`src/rtl/sl_transmitter_if.sv`:
```
// sl_transmitter_if
// Register-side bus and the two SL line outputs of the serial-line transmitter.
//   wr_config_w / wr_enable  : config word and its one-cycle write strobe
//   r_config_w               : current config register
//   data_w / data_wr_en      : data word and its one-cycle write strobe
//   status_w                 : {11'b0, overrun, done, config error, buffer full, busy}
//   serial_line_zeroes_a     : SL0, idle high, pulled low for 0-bits
//   serial_line_ones_a       : SL1, idle high, pulled low for 1-bits
// master = the host driving writes, slave = the transmitter.
interface sl_transmitter_if;
  logic [15:0] wr_config_w;
  logic        wr_enable;
  logic [15:0] r_config_w;
  logic [31:0] data_w;
  logic        data_wr_en;
  logic [15:0] status_w;
  logic        serial_line_zeroes_a;
  logic        serial_line_ones_a;

  modport master (
    output wr_config_w, wr_enable, data_w, data_wr_en,
    input  r_config_w, status_w, serial_line_zeroes_a, serial_line_ones_a
  );

  modport slave (
    input  wr_config_w, wr_enable, data_w, data_wr_en,
    output r_config_w, status_w, serial_line_zeroes_a, serial_line_ones_a
  );
endinterface

```
`src/rtl/sl_transmitter.sv`:
```
// sl_transmitter
// Serial-line transmitter. Takes a data word and a config word from the register
// bus and sends the low N bits LSB first on the two-wire SL bus, followed by a
// per-line parity phase and a stop condition. A one-word holding buffer lets the
// host queue the next frame while the current one is still on the wire.
// Ports:
//   clk    : single clock, rising edge
//   rst_n  : synchronous active-low reset
//   bus    : sl_transmitter_if.slave (register bus + SL0/SL1 outputs)
// Parameters:
//   HALF_CYCLES    : half-unit H in clk cycles (>= 1)
//   DEFAULT_CONFIG : config register value after reset
module sl_transmitter #(
  parameter int          HALF_CYCLES    = 16,
  parameter logic [15:0] DEFAULT_CONFIG = 16'h0040
) (
  input logic             clk,
  input logic             rst_n,
  sl_transmitter_if.slave bus
);

  localparam int            PW        = $clog2(2 * HALF_CYCLES) + 1;
  localparam logic [PW-1:0] HALF_LAST = PW'(HALF_CYCLES - 1);
  localparam logic [PW-1:0] FULL_LAST = PW'(2 * HALF_CYCLES - 1);

  typedef enum logic [3:0] {
    IDLE,
    BIT_PRE,
    BIT_LOW,
    BIT_POST,
    PAR_PRE,
    PAR,
    GAP,
    STOP,
    END
  } state_t;

  state_t        state;
  logic [PW-1:0] phaseCnt;
  logic [5:0]    bitCnt;
  logic [31:0]   shiftReg;
  logic [5:0]    frameLen;
  logic          framePce;
  logic          parZero;
  logic          parOne;
  logic [31:0]   bufData;
  logic          bufFull;
  logic          doneFlag;
  logic          overrunFlag;
  logic          cfgErr;
  logic [15:0]   configReg;
  logic          sl0Reg;
  logic          sl1Reg;

  logic          longPhase;
  logic          phaseDone;
  logic          drain;
  logic          wrAccept;
  logic [5:0]    cfgLen;
  logic          cfgValid;

  // Phase bookkeeping and buffer handshake. The buffer is drained into the
  // shifter when a frame starts: from IDLE, or straight out of END so that
  // queued frames follow each other with no idle cycle. A write that lands on
  // the draining edge is accepted because the slot frees up on that same edge.
  always_comb begin
    longPhase = (state == BIT_LOW) || (state == PAR) || (state == GAP) || (state == STOP);
    phaseDone = (phaseCnt == (longPhase ? FULL_LAST : HALF_LAST));
    drain     = bufFull && ((state == IDLE) || ((state == END) && phaseDone));
    wrAccept  = bus.data_wr_en && (!bufFull || drain);
    cfgLen    = bus.wr_config_w[6:1];
    cfgValid  = (cfgLen >= 6'd8) && (cfgLen <= 6'd32);
  end

  // Config register: only frame lengths 8..32 are taken; anything else leaves
  // the register alone and raises the config-error flag until the next good write.
  always_ff @(posedge clk) begin
    if (!rst_n) begin
      configReg <= DEFAULT_CONFIG;
      cfgErr    <= 1'b0;
    end else if (bus.wr_enable) begin
      if (cfgValid) begin
        configReg <= bus.wr_config_w;
        cfgErr    <= 1'b0;
      end else begin
        cfgErr <= 1'b1;
      end
    end
  end

  // Frame FSM, holding buffer and sticky status flags. Line levels are set on
  // the edge that enters each state so both SL outputs come straight from flops.
  // The config and data word are copied into the frame registers on the drain
  // edge, so config writes during a frame only affect later frames.
  // Parity: parZero starts at 1 and flips on every 0-bit, parOne starts at 0 and
  // flips on every 1-bit; both are updated as each bit's low level begins.
  always_ff @(posedge clk) begin
    if (!rst_n) begin
      state       <= IDLE;
      phaseCnt    <= '0;
      bitCnt      <= '0;
      shiftReg    <= '0;
      frameLen    <= '0;
      framePce    <= 1'b0;
      parZero     <= 1'b1;
      parOne      <= 1'b0;
      bufData     <= '0;
      bufFull     <= 1'b0;
      doneFlag    <= 1'b0;
      overrunFlag <= 1'b0;
      sl0Reg      <= 1'b1;
      sl1Reg      <= 1'b1;
    end else begin
      if ((state == END) && phaseDone && !bufFull) begin
        doneFlag <= 1'b1;
      end

      if (wrAccept) begin
        bufData  <= bus.data_w;
        bufFull  <= 1'b1;
        doneFlag <= 1'b0;
        if (!bufFull) begin
          overrunFlag <= 1'b0;
        end
      end else begin
        if (drain) begin
          bufFull <= 1'b0;
        end
        if (bus.data_wr_en) begin
          overrunFlag <= 1'b1;
        end
      end

      if (drain) begin
        shiftReg <= bufData;
        frameLen <= configReg[6:1];
        framePce <= configReg[0];
        bitCnt   <= '0;
        parZero  <= 1'b1;
        parOne   <= 1'b0;
      end

      if (state == IDLE) begin
        phaseCnt <= '0;
        if (bufFull) begin
          state <= BIT_PRE;
        end
      end else if (!phaseDone) begin
        phaseCnt <= phaseCnt + PW'(1);
      end else begin
        phaseCnt <= '0;
        case (state)
          BIT_PRE: begin
            state <= BIT_LOW;
            if (shiftReg[0]) begin
              sl1Reg <= 1'b0;
              parOne <= ~parOne;
            end else begin
              sl0Reg  <= 1'b0;
              parZero <= ~parZero;
            end
          end
          BIT_LOW: begin
            state  <= BIT_POST;
            sl0Reg <= 1'b1;
            sl1Reg <= 1'b1;
          end
          BIT_POST: begin
            shiftReg <= {1'b0, shiftReg[31:1]};
            if (bitCnt < (frameLen - 6'd1)) begin
              bitCnt <= bitCnt + 6'd1;
              state  <= BIT_PRE;
            end else begin
              state <= PAR_PRE;
            end
          end
          PAR_PRE: begin
            state <= PAR;
            if (framePce) begin
              sl0Reg <= parZero;
              sl1Reg <= parOne;
            end
          end
          PAR: begin
            state  <= GAP;
            sl0Reg <= 1'b1;
            sl1Reg <= 1'b1;
          end
          GAP: begin
            state  <= STOP;
            sl0Reg <= 1'b0;
            sl1Reg <= 1'b0;
          end
          STOP: begin
            state  <= END;
            sl0Reg <= 1'b1;
            sl1Reg <= 1'b1;
          end
          END: begin
            state <= bufFull ? BIT_PRE : IDLE;
          end
          default: begin
            state  <= IDLE;
            sl0Reg <= 1'b1;
            sl1Reg <= 1'b1;
          end
        endcase
      end
    end
  end

  assign bus.r_config_w           = configReg;
  assign bus.status_w             = {11'b0, overrunFlag, doneFlag, cfgErr, bufFull, (state != IDLE)};
  assign bus.serial_line_zeroes_a = sl0Reg;
  assign bus.serial_line_ones_a   = sl1Reg;

endmodule

```
`src/flat_wrapper.sv`:
```
// flat-port wrapper written by rule: the top's interface ports become plain ports
module sl_transmitter_flat 
#(
  parameter int          HALF_CYCLES    = 16,
  parameter logic [15:0] DEFAULT_CONFIG = 16'h0040
)
  (clk, rst_n, bus_wr_config_w, bus_wr_enable, bus_data_w, bus_data_wr_en, bus_r_config_w, bus_status_w, bus_serial_line_zeroes_a, bus_serial_line_ones_a);
  sl_transmitter_if bus_i ();
  input logic clk;
  input logic rst_n;
  input wire logic [$bits(bus_i.wr_config_w)-1:0] bus_wr_config_w;
  input wire logic [$bits(bus_i.wr_enable)-1:0] bus_wr_enable;
  input wire logic [$bits(bus_i.data_w)-1:0] bus_data_w;
  input wire logic [$bits(bus_i.data_wr_en)-1:0] bus_data_wr_en;
  output wire logic [$bits(bus_i.r_config_w)-1:0] bus_r_config_w;
  output wire logic [$bits(bus_i.status_w)-1:0] bus_status_w;
  output wire logic [$bits(bus_i.serial_line_zeroes_a)-1:0] bus_serial_line_zeroes_a;
  output wire logic [$bits(bus_i.serial_line_ones_a)-1:0] bus_serial_line_ones_a;
  assign bus_i.wr_config_w = bus_wr_config_w;
  assign bus_i.wr_enable = bus_wr_enable;
  assign bus_i.data_w = bus_data_w;
  assign bus_i.data_wr_en = bus_data_wr_en;
  assign bus_r_config_w = bus_i.r_config_w;
  assign bus_status_w = bus_i.status_w;
  assign bus_serial_line_zeroes_a = bus_i.serial_line_zeroes_a;
  assign bus_serial_line_ones_a = bus_i.serial_line_ones_a;
  sl_transmitter #(.HALF_CYCLES(HALF_CYCLES), .DEFAULT_CONFIG(DEFAULT_CONFIG)) u_core (.clk(clk), .rst_n(rst_n), .bus(bus_i));
endmodule
```
`config.mk`:
```
export PLATFORM = sky130hd
export DESIGN_NAME = sl_transmitter_flat
export DESIGN_NICKNAME = d
export VERILOG_FILES = /design/src/rtl/sl_transmitter_if.sv /design/src/rtl/sl_transmitter.sv /design/src/flat_wrapper.sv
export SDC_FILE = /design/constraint.sdc
export NUM_CORES = 1
export LEC_CHECK = 0
export BUFFER_PORTS_ARGS = -buffer_cell sky130_fd_sc_hd__buf_2
export CAP_MARGIN = 20
export CORE_MARGIN = 3
export CORE_UTILIZATION = 60
export CTS_CLUSTER_SIZE = 16
export DETAILED_ROUTE_END_ITERATION = 10
export PLACE_DENSITY = 0.92
export SLEW_MARGIN = 20
export SYNTH_ARGS = -nofsm -noshare
export SYNTH_HDL_FRONTEND = slang
export SYNTH_SLANG_ARGS = --single-unit
```
`constraint.sdc`:
```
create_clock -name clk -period 7.9 [get_ports clk]
set_clock_uncertainty 0.15 [all_clocks]
set_input_delay 0.79 -clock clk [delete_from_list [all_inputs] [get_ports clk]]
set_output_delay 0.79 -clock clk [all_outputs]
set_load 0.02 [all_outputs]
```
==> flow_summary.json <==
{
  "status": "completed",
  "slew_violations": 0,
  "routed_via_density": 5.75,
  "r2r_cells": 8,
  "worstMarginPinSlew_ns": 0.981,
  "netlist_area_mm2": 0.00503,
  "die_h_um": 97.6,
  "final.period_utilization": 0.379,
  "postCtsSetupRepairBufs": 0,
  "area_growth_pct": 10.7,
  "hold_path.class": "register to register",
  "yosys.area.top_type": "dfxtp_1",
  "grt.overflow.total": 0,
  "portBuffers": 74,
  "vdd_ir_drop_max_mv": 0.133,
  "crit_end": "bus_status_w[0]",
  "clk_latency_ns": 0.37,
  "crit_start": "u_core.state[0]$_SDFFE_PN0P_",
  "synth_compound_area_frac": 0.159,
  "ys.flop_type": "dfxtp_1",
  "synth_mux_area_frac": 0.0947,
  "cts.clk_slew.worst_paths_ns": 0.11,
  "slowest_stage": "nor4_1",
  "drcViolationCount": 0,
  "start_kind": "register",
  "num_vias": 4362,
  "ctsRootBufferMaster": "clkbuf_8",
  "setup_violations": 0,
  "max_clock_freq_mhz": 334,
  "fin_nets": 712,
  "path_max_fanout": 14,
  "syn_avg_cell_area_um2": 8.27,
  "r2r_end": "u_core.bitCnt[1]$_SDFF_PN0_",
  "hold_viol": 0,
  "start_util": 0.635,
  "grt_pass1_vias": 3975,
  "syn_inst": 609,
  "post-dp-hpwl_mm": 6.94,
  "cts_hold_buf": 0,
  "wl_per_cell_um": 13.8,
  "die-area_mm2": 0.00953,
  "cp-end-kind": "output pin",
  "die_w_um": 97.6,
  "synth-edff-count": 0,
  "r2r_slack_ns": 5.13,
  "fin_crit_ns": 2.99,
  "cts_buffers": 9,
  "synthAdderAreaFrac": 0.0199,
  "finalSetupTns_ns": 0,
  "cts_htree_levels": 3,
  "cellLeakagePower_uw": 0.00239,
  "reg2reg_from": "u_core.frameLen[0]$_SDFFE_PN0P_",
  "fp-row-count": 32,
  "cts.path.max_buffers": 2,
  "mostFrequentLayoutCells": "157 x nand2_1, 111 x dfxtp_1, 73 x buf_2, 45 x mux2i_1, 42 x o21ai_0",
  "cap_viol_max_count": 0,
  "met2_usage": 0.387,
  "synth_top_family_by_area": "simple AND/OR/NAND/NOR gates",
  "synth-simple-area-share": 0.204,
  "synth-seq-cells": 111,
  "fin_cells": 759,
  "synth_top_area_share": 0.441,
  "wl_mm": 10.5,
  "ios": 86,
  "tritoncts": "yes",
  "grt_max_degree": 113,
  "core_area_mm2": 0.00793,
  "use_met3": 0.0294,
  "ant_nets": 0,
  "cts-resized-gates": 0,
  "antenna_cells": 0,
  "synth_xor_area_frac": 0.0157,
  "slew_headroom": 0.344,
  "grt_first_pass_wirelength_mm": 17.7,
  "grtUsageMet1": 0.267,
  "cp_cell_sequence": "nor4_1, inv_1, buf_2",
  "gp_congestion": 0.815,
  "antenna_found_initial": 0,
  "post_route_cells_drive_above_1_share": 0.164,
  "drt_iter0_drc": 325,
  "power_density_mw_per_mm2": 194,
  "yosys-top-cells-area": "dfxtp_1 44%, nand2_1 12%, mux2i_1 8.9%",
  "ys_types": 58,
  "rsz0062_at_grt": "no",
  "cp.arrival_ns": 2.05,
  "track_usage": 0.219,
  "ys_async_sr_fraction": 0,
  "first_pass_iters": 5,
  "dpl.cell_count": 742,
  "crit_type": "register to output pin",
  "grt_busiest_layer": "met2",
  "fill_cells": 621,
  "clock_sinks": 111,
  "hp-start": "u_core.phaseCnt[0]$_SDFF_PP0_",
  "ys_seq_area_frac": 0.441,
  "final_common_cell": "nand2_1",
  "slowest_delay_ns": 0.75,
  "yosys_warnings": 0,
  "cp.required_ns": 6.96,
  "whs_path_depth": 1
}
[report_power, final]
part	switching, µW	internal, µW
registers	15.1	583
clock network	208	156
logic	74.7	45.4
[routing by layer]
layer	part of all wire	vias up
li1	-	2155
met1	0.43	2058
met2	0.50	125
met3	0.046	24
met4	0.025	0
met5	0	-
[flip-flops by register name, indices dropped and copies added (netlist names)]
name                             cells
u_core.bitCnt                        6
u_core.bufData                      32
u_core.bufFull                       1
u_core.bus.r_config_w               16
u_core.bus.serial_line_ones_a        1
u_core.bus.serial_line_zeroes_a      1
u_core.cfgErr                        1
u_core.doneFlag                      1
u_core.frameLen                      6
u_core.framePce                      1
u_core.overrunFlag                   1
u_core.parOne                        1
u_core.parZero                       1
u_core.phaseCnt                      6
u_core.shiftReg                     32
u_core.state                         4
[critical path, delay by kind of cell, from the launching register on]
family	cells	cell delay (ns)
and+or+nand+nor	1	0.75
DFF	1	0.47
buffers and inverters	2	0.46
[stage by stage]
step                total power [µW]  utilization  hold WS [ns]  instance area [µm²]  setup slack, ns
finish                          1080        0.703         0.290                 5570             4.91
global route                    1120        0.703         0.319                 5570             4.80
floorplan                        698            -         0.263                 5070             5.35
global placement                 724        0.672         0.273                 5330             5.25
detailed placement               729        0.672         0.280                 5330             5.17
CTS                             1080        0.700         0.296                 5550             4.95
[worst min path at each step]
stage	to
after CTS	u_core.phaseCnt[0]$_SDFF_PP0_
after detailed placement	u_core.phaseCnt[0]$_SDFF_PP0_
final	u_core.phaseCnt[0]$_SDFF_PP0_
after floorplan	u_core.phaseCnt[0]$_SDFF_PP0_
after global placement	u_core.phaseCnt[0]$_SDFF_PP0_
after global routing	u_core.shiftReg[31]$_SDFF_PN0_
[kinds of logic (layout without fill, tap and decap cells)]
family | after synthesis | count (layout)
buf+inv | 66 | 104
mux | 47 | 47
compound gates | 127 | 127
other cells | 1 | 11
flops | 111 | 111
simple gates | 240 | 240
fa+ha+maj | 8 | 8
xor+xnor | 9 | 9
[cell usage after synthesis (2+ instances only)]
cell type  instances
or2_2              2
buf_4             18
o221ai_1           2
a21o_1             2
clkbuf_1          29
nor2b_1            3
xnor2_1            5
a21oi_1           22
inv_1              8
a31oi_1           33
a211o_1            3
nor3b_1            2
a311oi_1           2
ha_1               8
and3_1             3
nor2_1            33
nor3_1            11
a22oi_1            2
nand3_1           11
xor2_1             4
or3_1              4
nand2b_1           5
o211ai_1           2
buf_2              8
a41oi_1            2
o21ai_0           42
nand2_1          157
dfxtp_1          111
nor4_1             2
mux2i_1           45
[cell type report]
| cell class | instances | area [µm²] | share of cell area |
|---|---|---|---|
| clock buffers | 9 | 124 | 0.0222 |
| well taps | 102 | 128 | 0.0229 |
| flip-flops and latches | 111 | 2220 | 0.399 |
| inverters | 9 | 33.8 | 0.00606 |
| clock inverters | 7 | 93.8 | 0.0168 |
| multi-input cells | 442 | 2540 | 0.456 |
| repair buffers | 79 | 430 | 0.0772 |
Power figures use the tool's default switching activity.
